[src/rtl/rv32_pkg.sv]
// rtl/rv32_pkg.sv - RV32I opcode constants, decode-stage state type and opcode class helpers
package rv32_pkg;

  localparam logic [6:0] OP_R      = 7'b0110011;
  localparam logic [6:0] OP_LOAD   = 7'b0000011;
  localparam logic [6:0] OP_IMM    = 7'b0010011;
  localparam logic [6:0] OP_STORE  = 7'b0100011;
  localparam logic [6:0] OP_BRANCH = 7'b1100011;
  localparam logic [6:0] OP_LUI    = 7'b0110111;
  localparam logic [6:0] OP_AUIPC  = 7'b0010111;
  localparam logic [6:0] OP_JAL    = 7'b1101111;
  localparam logic [6:0] OP_JALR   = 7'b1100111;

  typedef enum logic [1:0] {EMPTY, FULL, STALL} id_state_t;

  function automatic logic op_uses_rs1(input logic [6:0] op);
    return op inside {OP_R, OP_LOAD, OP_IMM, OP_STORE, OP_BRANCH, OP_JALR};
  endfunction

  function automatic logic op_uses_rs2(input logic [6:0] op);
    return op inside {OP_R, OP_STORE, OP_BRANCH};
  endfunction

  function automatic logic op_writes_rd(input logic [6:0] op);
    return op inside {OP_R, OP_LOAD, OP_IMM, OP_LUI, OP_AUIPC, OP_JAL, OP_JALR};
  endfunction

  function automatic logic op_illegal(input logic [6:0] op);
    return !(op inside {OP_R, OP_LOAD, OP_IMM, OP_STORE, OP_BRANCH,
                        OP_LUI, OP_AUIPC, OP_JAL, OP_JALR});
  endfunction

endpackage

[src/rtl/id_issue_ctrl_if.sv]
// rtl/id_issue_ctrl_if.sv - fetch, execute and writeback signals seen by the decode-stage controller
interface id_issue_ctrl_if #(
  parameter int XLEN        = 32,
  parameter int STALL_CNT_W = 16
);
  logic                   if_valid;
  logic                   if_ready;
  logic [XLEN-1:0]        if_instr;
  logic [XLEN-1:0]        if_pc;
  logic                   flush;
  logic                   id_valid;
  logic                   id_ready;
  logic [XLEN-1:0]        id_instr;
  logic [XLEN-1:0]        id_pc;
  logic                   id_illegal;
  logic                   wb_valid;
  logic [4:0]             wb_rd;
  logic [STALL_CNT_W-1:0] stall_cnt;

  modport master (
    output if_valid, if_instr, if_pc, flush, id_ready, wb_valid, wb_rd,
    input  if_ready, id_valid, id_instr, id_pc, id_illegal, stall_cnt
  );

  modport slave (
    input  if_valid, if_instr, if_pc, flush, id_ready, wb_valid, wb_rd,
    output if_ready, id_valid, id_instr, id_pc, id_illegal, stall_cnt
  );
endinterface

[src/rtl/reg_scoreboard.sv]
// rtl/reg_scoreboard.sv - pending-write bit per architectural register, x0 hard-wired clear
module reg_scoreboard #(
  parameter int NREG = 32,
  parameter int IW   = $clog2(NREG)
) (
  input  logic          clk,
  input  logic          rst,
  input  logic          set_en,
  input  logic [IW-1:0] set_idx,
  input  logic          clr_en,
  input  logic [IW-1:0] clr_idx,
  input  logic [IW-1:0] rs1_idx,
  input  logic [IW-1:0] rs2_idx,
  input  logic [IW-1:0] rd_idx,
  output logic          rs1_pend_nxt,
  output logic          rs2_pend_nxt,
  output logic          rd_pend_nxt
);

  logic [NREG-1:0] sb_q;
  logic [NREG-1:0] sb_d;

  // Set is applied after clear so a same-index collision leaves the bit pending.
  always_comb begin
    sb_d = sb_q;
    if (clr_en) sb_d[clr_idx] = 1'b0;
    if (set_en) sb_d[set_idx] = 1'b1;
    sb_d[0] = 1'b0;
  end

  always_ff @(posedge clk) begin
    if (rst) sb_q <= '0;
    else     sb_q <= sb_d;
  end

  // Reads return next cycle's contents, letting the owner classify one edge ahead.
  assign rs1_pend_nxt = sb_d[rs1_idx];
  assign rs2_pend_nxt = sb_d[rs2_idx];
  assign rd_pend_nxt  = sb_d[rd_idx];

endmodule

[src/rtl/id_issue_ctrl.sv]
// rtl/id_issue_ctrl.sv - IF/ID slot owner: hazard-gated issue to EX with scoreboard tracking and flush
module id_issue_ctrl
  import rv32_pkg::*;
#(
  parameter int XLEN        = 32,
  parameter int NREG        = 32,
  parameter int STALL_CNT_W = 16
) (
  input logic            clk,
  input logic            rst,
  id_issue_ctrl_if.slave bus
);

  id_state_t              state_q, state_d;
  logic [XLEN-1:0]        instr_q, pc_q;
  logic [STALL_CNT_W-1:0] stall_q;

  logic       slot_valid, id_valid, if_ready, issue_fire, accept;
  logic [6:0] op_n;
  logic [4:0] rd_n, rs1_n, rs2_n;
  logic       rs1_pend_n, rs2_pend_n, rd_pend_n, hazard_n;

  assign slot_valid = (state_q != EMPTY);
  assign id_valid   = (state_q == FULL) && !bus.flush;
  assign issue_fire = id_valid && bus.id_ready;
  assign if_ready   = !slot_valid || issue_fire || bus.flush;
  assign accept     = bus.if_valid && if_ready;

  // Fields of whatever instruction will occupy the slot next cycle.
  assign op_n  = accept ? bus.if_instr[6:0]   : instr_q[6:0];
  assign rd_n  = accept ? bus.if_instr[11:7]  : instr_q[11:7];
  assign rs1_n = accept ? bus.if_instr[19:15] : instr_q[19:15];
  assign rs2_n = accept ? bus.if_instr[24:20] : instr_q[24:20];

  reg_scoreboard #(.NREG(NREG)) u_sb (
    .clk          (clk),
    .rst          (rst),
    .set_en       (issue_fire && op_writes_rd(instr_q[6:0])),
    .set_idx      (instr_q[11:7]),
    .clr_en       (bus.wb_valid),
    .clr_idx      (bus.wb_rd),
    .rs1_idx      (rs1_n),
    .rs2_idx      (rs2_n),
    .rd_idx       (rd_n),
    .rs1_pend_nxt (rs1_pend_n),
    .rs2_pend_nxt (rs2_pend_n),
    .rd_pend_nxt  (rd_pend_n)
  );

  assign hazard_n = (op_uses_rs1(op_n)  && rs1_pend_n) ||
                    (op_uses_rs2(op_n)  && rs2_pend_n) ||
                    (op_writes_rd(op_n) && rd_pend_n);

  always_comb begin
    state_d = state_q;
    unique case (state_q)
      EMPTY: begin
        if (accept) state_d = hazard_n ? STALL : FULL;
      end
      FULL: begin
        if (accept)                        state_d = hazard_n ? STALL : FULL;
        else if (issue_fire || bus.flush)  state_d = EMPTY;
        else                               state_d = hazard_n ? STALL : FULL;
      end
      STALL: begin
        if (accept)          state_d = hazard_n ? STALL : FULL;
        else if (bus.flush)  state_d = EMPTY;
        else if (!hazard_n)  state_d = FULL;
      end
      default: state_d = EMPTY;
    endcase
  end

  always_ff @(posedge clk) begin
    if (rst) state_q <= EMPTY;
    else     state_q <= state_d;
  end

  always_ff @(posedge clk) begin
    if (rst) begin
      instr_q <= '0;
      pc_q    <= '0;
      stall_q <= '0;
    end else begin
      if (accept) begin
        instr_q <= bus.if_instr;
        pc_q    <= bus.if_pc;
      end
      if ((state_q == STALL) && (stall_q != '1)) stall_q <= stall_q + STALL_CNT_W'(1);
    end
  end

  assign bus.if_ready   = if_ready;
  assign bus.id_valid   = id_valid;
  assign bus.id_instr   = instr_q;
  assign bus.id_pc      = pc_q;
  assign bus.id_illegal = slot_valid && op_illegal(instr_q[6:0]);
  assign bus.stall_cnt  = stall_q;

endmodule

[src/flat_wrapper.sv]
// flat-port wrapper written by rule: the top's interface ports become plain ports
module id_issue_ctrl_flat import rv32_pkg::*;
#(
  parameter int XLEN        = 32,
  parameter int NREG        = 32,
  parameter int STALL_CNT_W = 16
)
  (clk, rst, bus_if_valid, bus_if_instr, bus_if_pc, bus_flush, bus_id_ready, bus_wb_valid, bus_wb_rd, bus_if_ready, bus_id_valid, bus_id_instr, bus_id_pc, bus_id_illegal, bus_stall_cnt);
  id_issue_ctrl_if #(.XLEN(XLEN), .STALL_CNT_W(STALL_CNT_W)) bus_i ();
  input logic clk;
  input logic rst;
  input wire logic [$bits(bus_i.if_valid)-1:0] bus_if_valid;
  input wire logic [$bits(bus_i.if_instr)-1:0] bus_if_instr;
  input wire logic [$bits(bus_i.if_pc)-1:0] bus_if_pc;
  input wire logic [$bits(bus_i.flush)-1:0] bus_flush;
  input wire logic [$bits(bus_i.id_ready)-1:0] bus_id_ready;
  input wire logic [$bits(bus_i.wb_valid)-1:0] bus_wb_valid;
  input wire logic [$bits(bus_i.wb_rd)-1:0] bus_wb_rd;
  output wire logic [$bits(bus_i.if_ready)-1:0] bus_if_ready;
  output wire logic [$bits(bus_i.id_valid)-1:0] bus_id_valid;
  output wire logic [$bits(bus_i.id_instr)-1:0] bus_id_instr;
  output wire logic [$bits(bus_i.id_pc)-1:0] bus_id_pc;
  output wire logic [$bits(bus_i.id_illegal)-1:0] bus_id_illegal;
  output wire logic [$bits(bus_i.stall_cnt)-1:0] bus_stall_cnt;
  assign bus_i.if_valid = bus_if_valid;
  assign bus_i.if_instr = bus_if_instr;
  assign bus_i.if_pc = bus_if_pc;
  assign bus_i.flush = bus_flush;
  assign bus_i.id_ready = bus_id_ready;
  assign bus_i.wb_valid = bus_wb_valid;
  assign bus_i.wb_rd = bus_wb_rd;
  assign bus_if_ready = bus_i.if_ready;
  assign bus_id_valid = bus_i.id_valid;
  assign bus_id_instr = bus_i.id_instr;
  assign bus_id_pc = bus_i.id_pc;
  assign bus_id_illegal = bus_i.id_illegal;
  assign bus_stall_cnt = bus_i.stall_cnt;
  id_issue_ctrl #(.XLEN(XLEN), .NREG(NREG), .STALL_CNT_W(STALL_CNT_W)) u_core (.clk(clk), .rst(rst), .bus(bus_i));
endmodule
[config.mk]
export PLATFORM = sky130hd
export DESIGN_NAME = id_issue_ctrl_flat
export DESIGN_NICKNAME = d
export VERILOG_FILES = /design/src/rtl/rv32_pkg.sv /design/src/rtl/id_issue_ctrl_if.sv /design/src/rtl/reg_scoreboard.sv /design/src/rtl/id_issue_ctrl.sv /design/src/flat_wrapper.sv
export SDC_FILE = /design/constraint.sdc
export NUM_CORES = 1
export LEC_CHECK = 0
export BUFFER_PORTS_ARGS = -buffer_cell sky130_fd_sc_hd__buf_2
export CELL_PAD_IN_SITES_DETAIL_PLACEMENT = 1
export CELL_PAD_IN_SITES_GLOBAL_PLACEMENT = 1
export CORE_MARGIN = 1.5
export CORE_UTILIZATION = 32
export DETAILED_ROUTE_END_ITERATION = 12
export PLACE_DENSITY = 0.8
export SLEW_MARGIN = 20
export SYNTH_ARGS = -nofsm -noshare
export SYNTH_HDL_FRONTEND = slang
export SYNTH_SLANG_ARGS = --single-unit
export TNS_END_PERCENT = 30
[constraint.sdc]
create_clock -name clk -period 3.51 [get_ports clk]
set_input_delay 1.053 -clock clk [delete_from_list [all_inputs] [get_ports clk]]
set_output_delay 1.053 -clock clk [all_outputs]
set_load 0.03 [all_outputs]
==> results.txt <==
status -> complete, no violations
Top Ports -> 158
final setup violation count -> 0
Max Cap Viol -> 0
area of the multi-input gates -> 3692 µm²
Ys Warns -> 0
DRT Wirelength -> 24480 µm
CTS H-tree depth -> 4
global-route wire length before repair -> 38590 µm
ranking of synthesized cells by area -> dfxtp_1 36%, nand2_1 7.3%, a21oi_1 5.4%, mux2i_1 5.0%, nor2_1 4.8%
post-layout min period -> 3.443 ns
Slew Limit Headroom -> 0.5034
Crit path buffers/inverters -> 3
clock tree buffer depth -> 2
initial antenna violation count -> 0
nets -> 1097
syn nets -> 847
CTS tree -> built
vias per inst -> 5.376
delay-heaviest family, CP -> compound AO/OA/AOI/OAI gates
gr busiest metal -> met2
mapped cell area -> 6211 µm²
Async SR Flop Fraction -> 0
share of cells above drive strength 1 -> 0.3327
Final HPWL DP -> 18650 µm
post-synthesis sequential area ratio -> 0.3642
GR Layer Usage met1 -> 0.3139
I/O Buffers -> 157
GRT met2 Usage -> 0.4028
Tcrit/Tclk final -> 0.9808
antenna cells -> 0
Storage cell area -> 2262 µm²
DRT Pass-1 Iters -> 5
Total GRT Usage -> 0.2468
slowest CP cell -> o31ai_1
Pwr per Cell Area -> 443.8 nW/µm²
Max Slew Vio Count -> 0
post_cts resized -> 0
total CTS buffers -> 17
Layout Skew -> 0.01215 ns
commonest non-fill, non-tap cell in the layout -> buf_2
clock sink count -> 113
number of enable flip-flop cells after synthesis -> 0
most frequent cells in the layout -> 156 x buf_2, 121 x nand2_1, 115 x buf_4
Post-CTS Hold Fix Bufs -> 0
CP Class -> primary input to flop
RSZ-0062 raised after global routing -> no
Pleak -> 0.003800 µW
crit path max fanout -> 5
CP most frequent cell -> buf_4
crit end category -> flop
Most used DFF post-synth -> dfxtp_1
area delta synth->final -> 40.57%
Synth area leader -> dfxtp_1
Post-Synthesis Cells -> 771
worst-margin pin slew -> 0.7386 ns
number of global-route vias before repair -> 7124
Final ANT Viol Nets -> 0
highest clock rate -> 0.2905 GHz
routability-driven placement congestion ratio -> 0.9268
Worst-Skew Late Latency -> 0.42 ns
Synth top area share -> 0.3642
starting density of the core -> 0.3287
max incr delay on CP -> 0.63 ns
wire per inst -> 18.92 µm
CP required -> 3.81 ns
Setup WS pre-CTS -> -0.3221 ns
Fin Hold WS -> 0.4506 ns
Final Hold Viols -> 0
flops & latches, synth -> 113
CP startpoint kind -> primary input
Die Y -> 142.3 µm
drc violations -> 0
worst IR drop on VDD -> 0.3260 mV
starting DRC count in detailed routing -> 318
worst hold path class -> flop to flop
synthesized area per cell -> 8.056 µm²
PnR worst setup slack -> 0.06739 ns
Site Rows -> 50
Die Width -> 142.3 µm
GR Util met3 -> 0.06898
core area -> 18890 µm²
largest net degree at the start of global routing -> 39
Worst EP arrival -> 3.74 ns
Worst-path clk slew -> 0.06 ns
Die ar. -> 20250 µm²
postcts setup bufs -> 0
Overflow after GRT -> 0
Fillers -> 2343
CP Cell Sequence -> buf_2 -> buf_4 -> nor4b_1 -> buf_4 -> nand2_1 -> o31ai_1 -> nor2_1 -> a211oi_1 -> nor4_1 -> a221oi_1 -> nor4_2 -> and3b_1
post-synthesis cell type count -> 67
Via Count -> 6957
root buf cell -> clkbuf_16
-- metrics by stage --
stage	util	total power, µW	instance area [µm²]	instances	TNS (ns)
3_5_place_dp	0.4283	2045	8092	1262	-0.6201
2_1_floorplan	-	1780	6237	771	0
6_report	0.4621	3874	8731	1294	0
5_1_grt	0.4621	4026	8731	1294	0
3_3_place_gp	0.4283	2031	8092	1262	-0.5344
4_1_cts	0.4611	3911	8712	1294	0
-- worst min-delay path, stage by stage, from the launching register on --
cell and delay [ns]:
dfxtp_1 0.30, nand2_1 0.05, a21oi_1 0.05
-- area by class of cell --
type | count | share of cell area
Multi-Input combinational cell | 603 | 0.4229
Sequential cell | 113 | 0.2591
Timing Repair Buffer | 279 | 0.2066
Clock buffer | 17 | 0.04872
Tap cell | 260 | 0.03726
Clock inverter | 15 | 0.02236
Inverter | 7 | 0.003009
-- sequential cells by signal, indices dropped and copies added (netlist names) --
register and flops:
u_core.bus.id_instr 32, u_core.bus.id_pc 32, u_core.u_sb.sb_q 31, u_core.bus.stall_cnt 16
u_core.state_q 2
-- metal layers --
metal  share of wire  vias to the layer above  wire, µm
met1            0.43                     3359     10560
met3           0.079                       46      1945
met4           0.022                        0       547
met5               0                        -         0
li1                -                     3288         -
met2            0.47                      264     11420
-- final timing paths --
path                                            start                           endpoint  slack [ns]  depth (start not counted)
setup reg to reg  u_core.bus.id_instr[8]$_SDFFE_PP0N_     u_core.state_q[0]$_SDFFE_PP0P_        0.43                         10
hold reg to reg     u_core.bus.id_pc[28]$_SDFFE_PP0N_  u_core.bus.id_pc[28]$_SDFFE_PP0N_        0.45                          2
setup / recovery                            bus_flush     u_core.state_q[0]$_SDFFE_PP0P_        0.07                         12
hold / removal      u_core.bus.id_pc[28]$_SDFFE_PP0N_  u_core.bus.id_pc[28]$_SDFFE_PP0N_        0.45                          2
-- power breakdown --
part           internal, µW  leakage, µW  switching (µW)
Sequential             1330     0.000922            46.2
Clock                  1140     0.000304             708
Combinational           250      0.00257             400
Total                  2720      0.00380            1150
-- cell usage after synthesis (4+ instances only) --
cell / instances
o21ai_0: 45
xnor2_1: 4
nand4b_1: 5
o31ai_1: 19
mux2i_1: 31
xor2_1: 9
a211o_1: 4
nand4_1: 5
mux2_2: 12
nor2b_1: 26
o31a_1: 16
nand2_1: 121
nand3b_1: 9
nor3_1: 16
a221oi_1: 5
or3_1: 6
dfxtp_1: 113
and3_1: 9
buf_2: 8
inv_1: 7
nor4_1: 7
or3b_2: 4
a211oi_1: 12
nand3_1: 19
buf_6: 7
clkbuf_1: 27
nor3b_1: 10
mux2i_2: 4
a21oi_1: 67
a31oi_1: 7
nor2_1: 79
-- cells by family after synthesis --
kind of cell / share of synthesized area
muxes: 0.08783
AOI/OAI and AO/OA: 0.2073
buffers and inverters: 0.04976
DFF: 0.3642
adders and majority gates: 0.002014
xor gates and xnor gates: 0.01833
and+or+nand+nor: 0.2705
No activity file was read; power rests on OpenSTA's default activity.
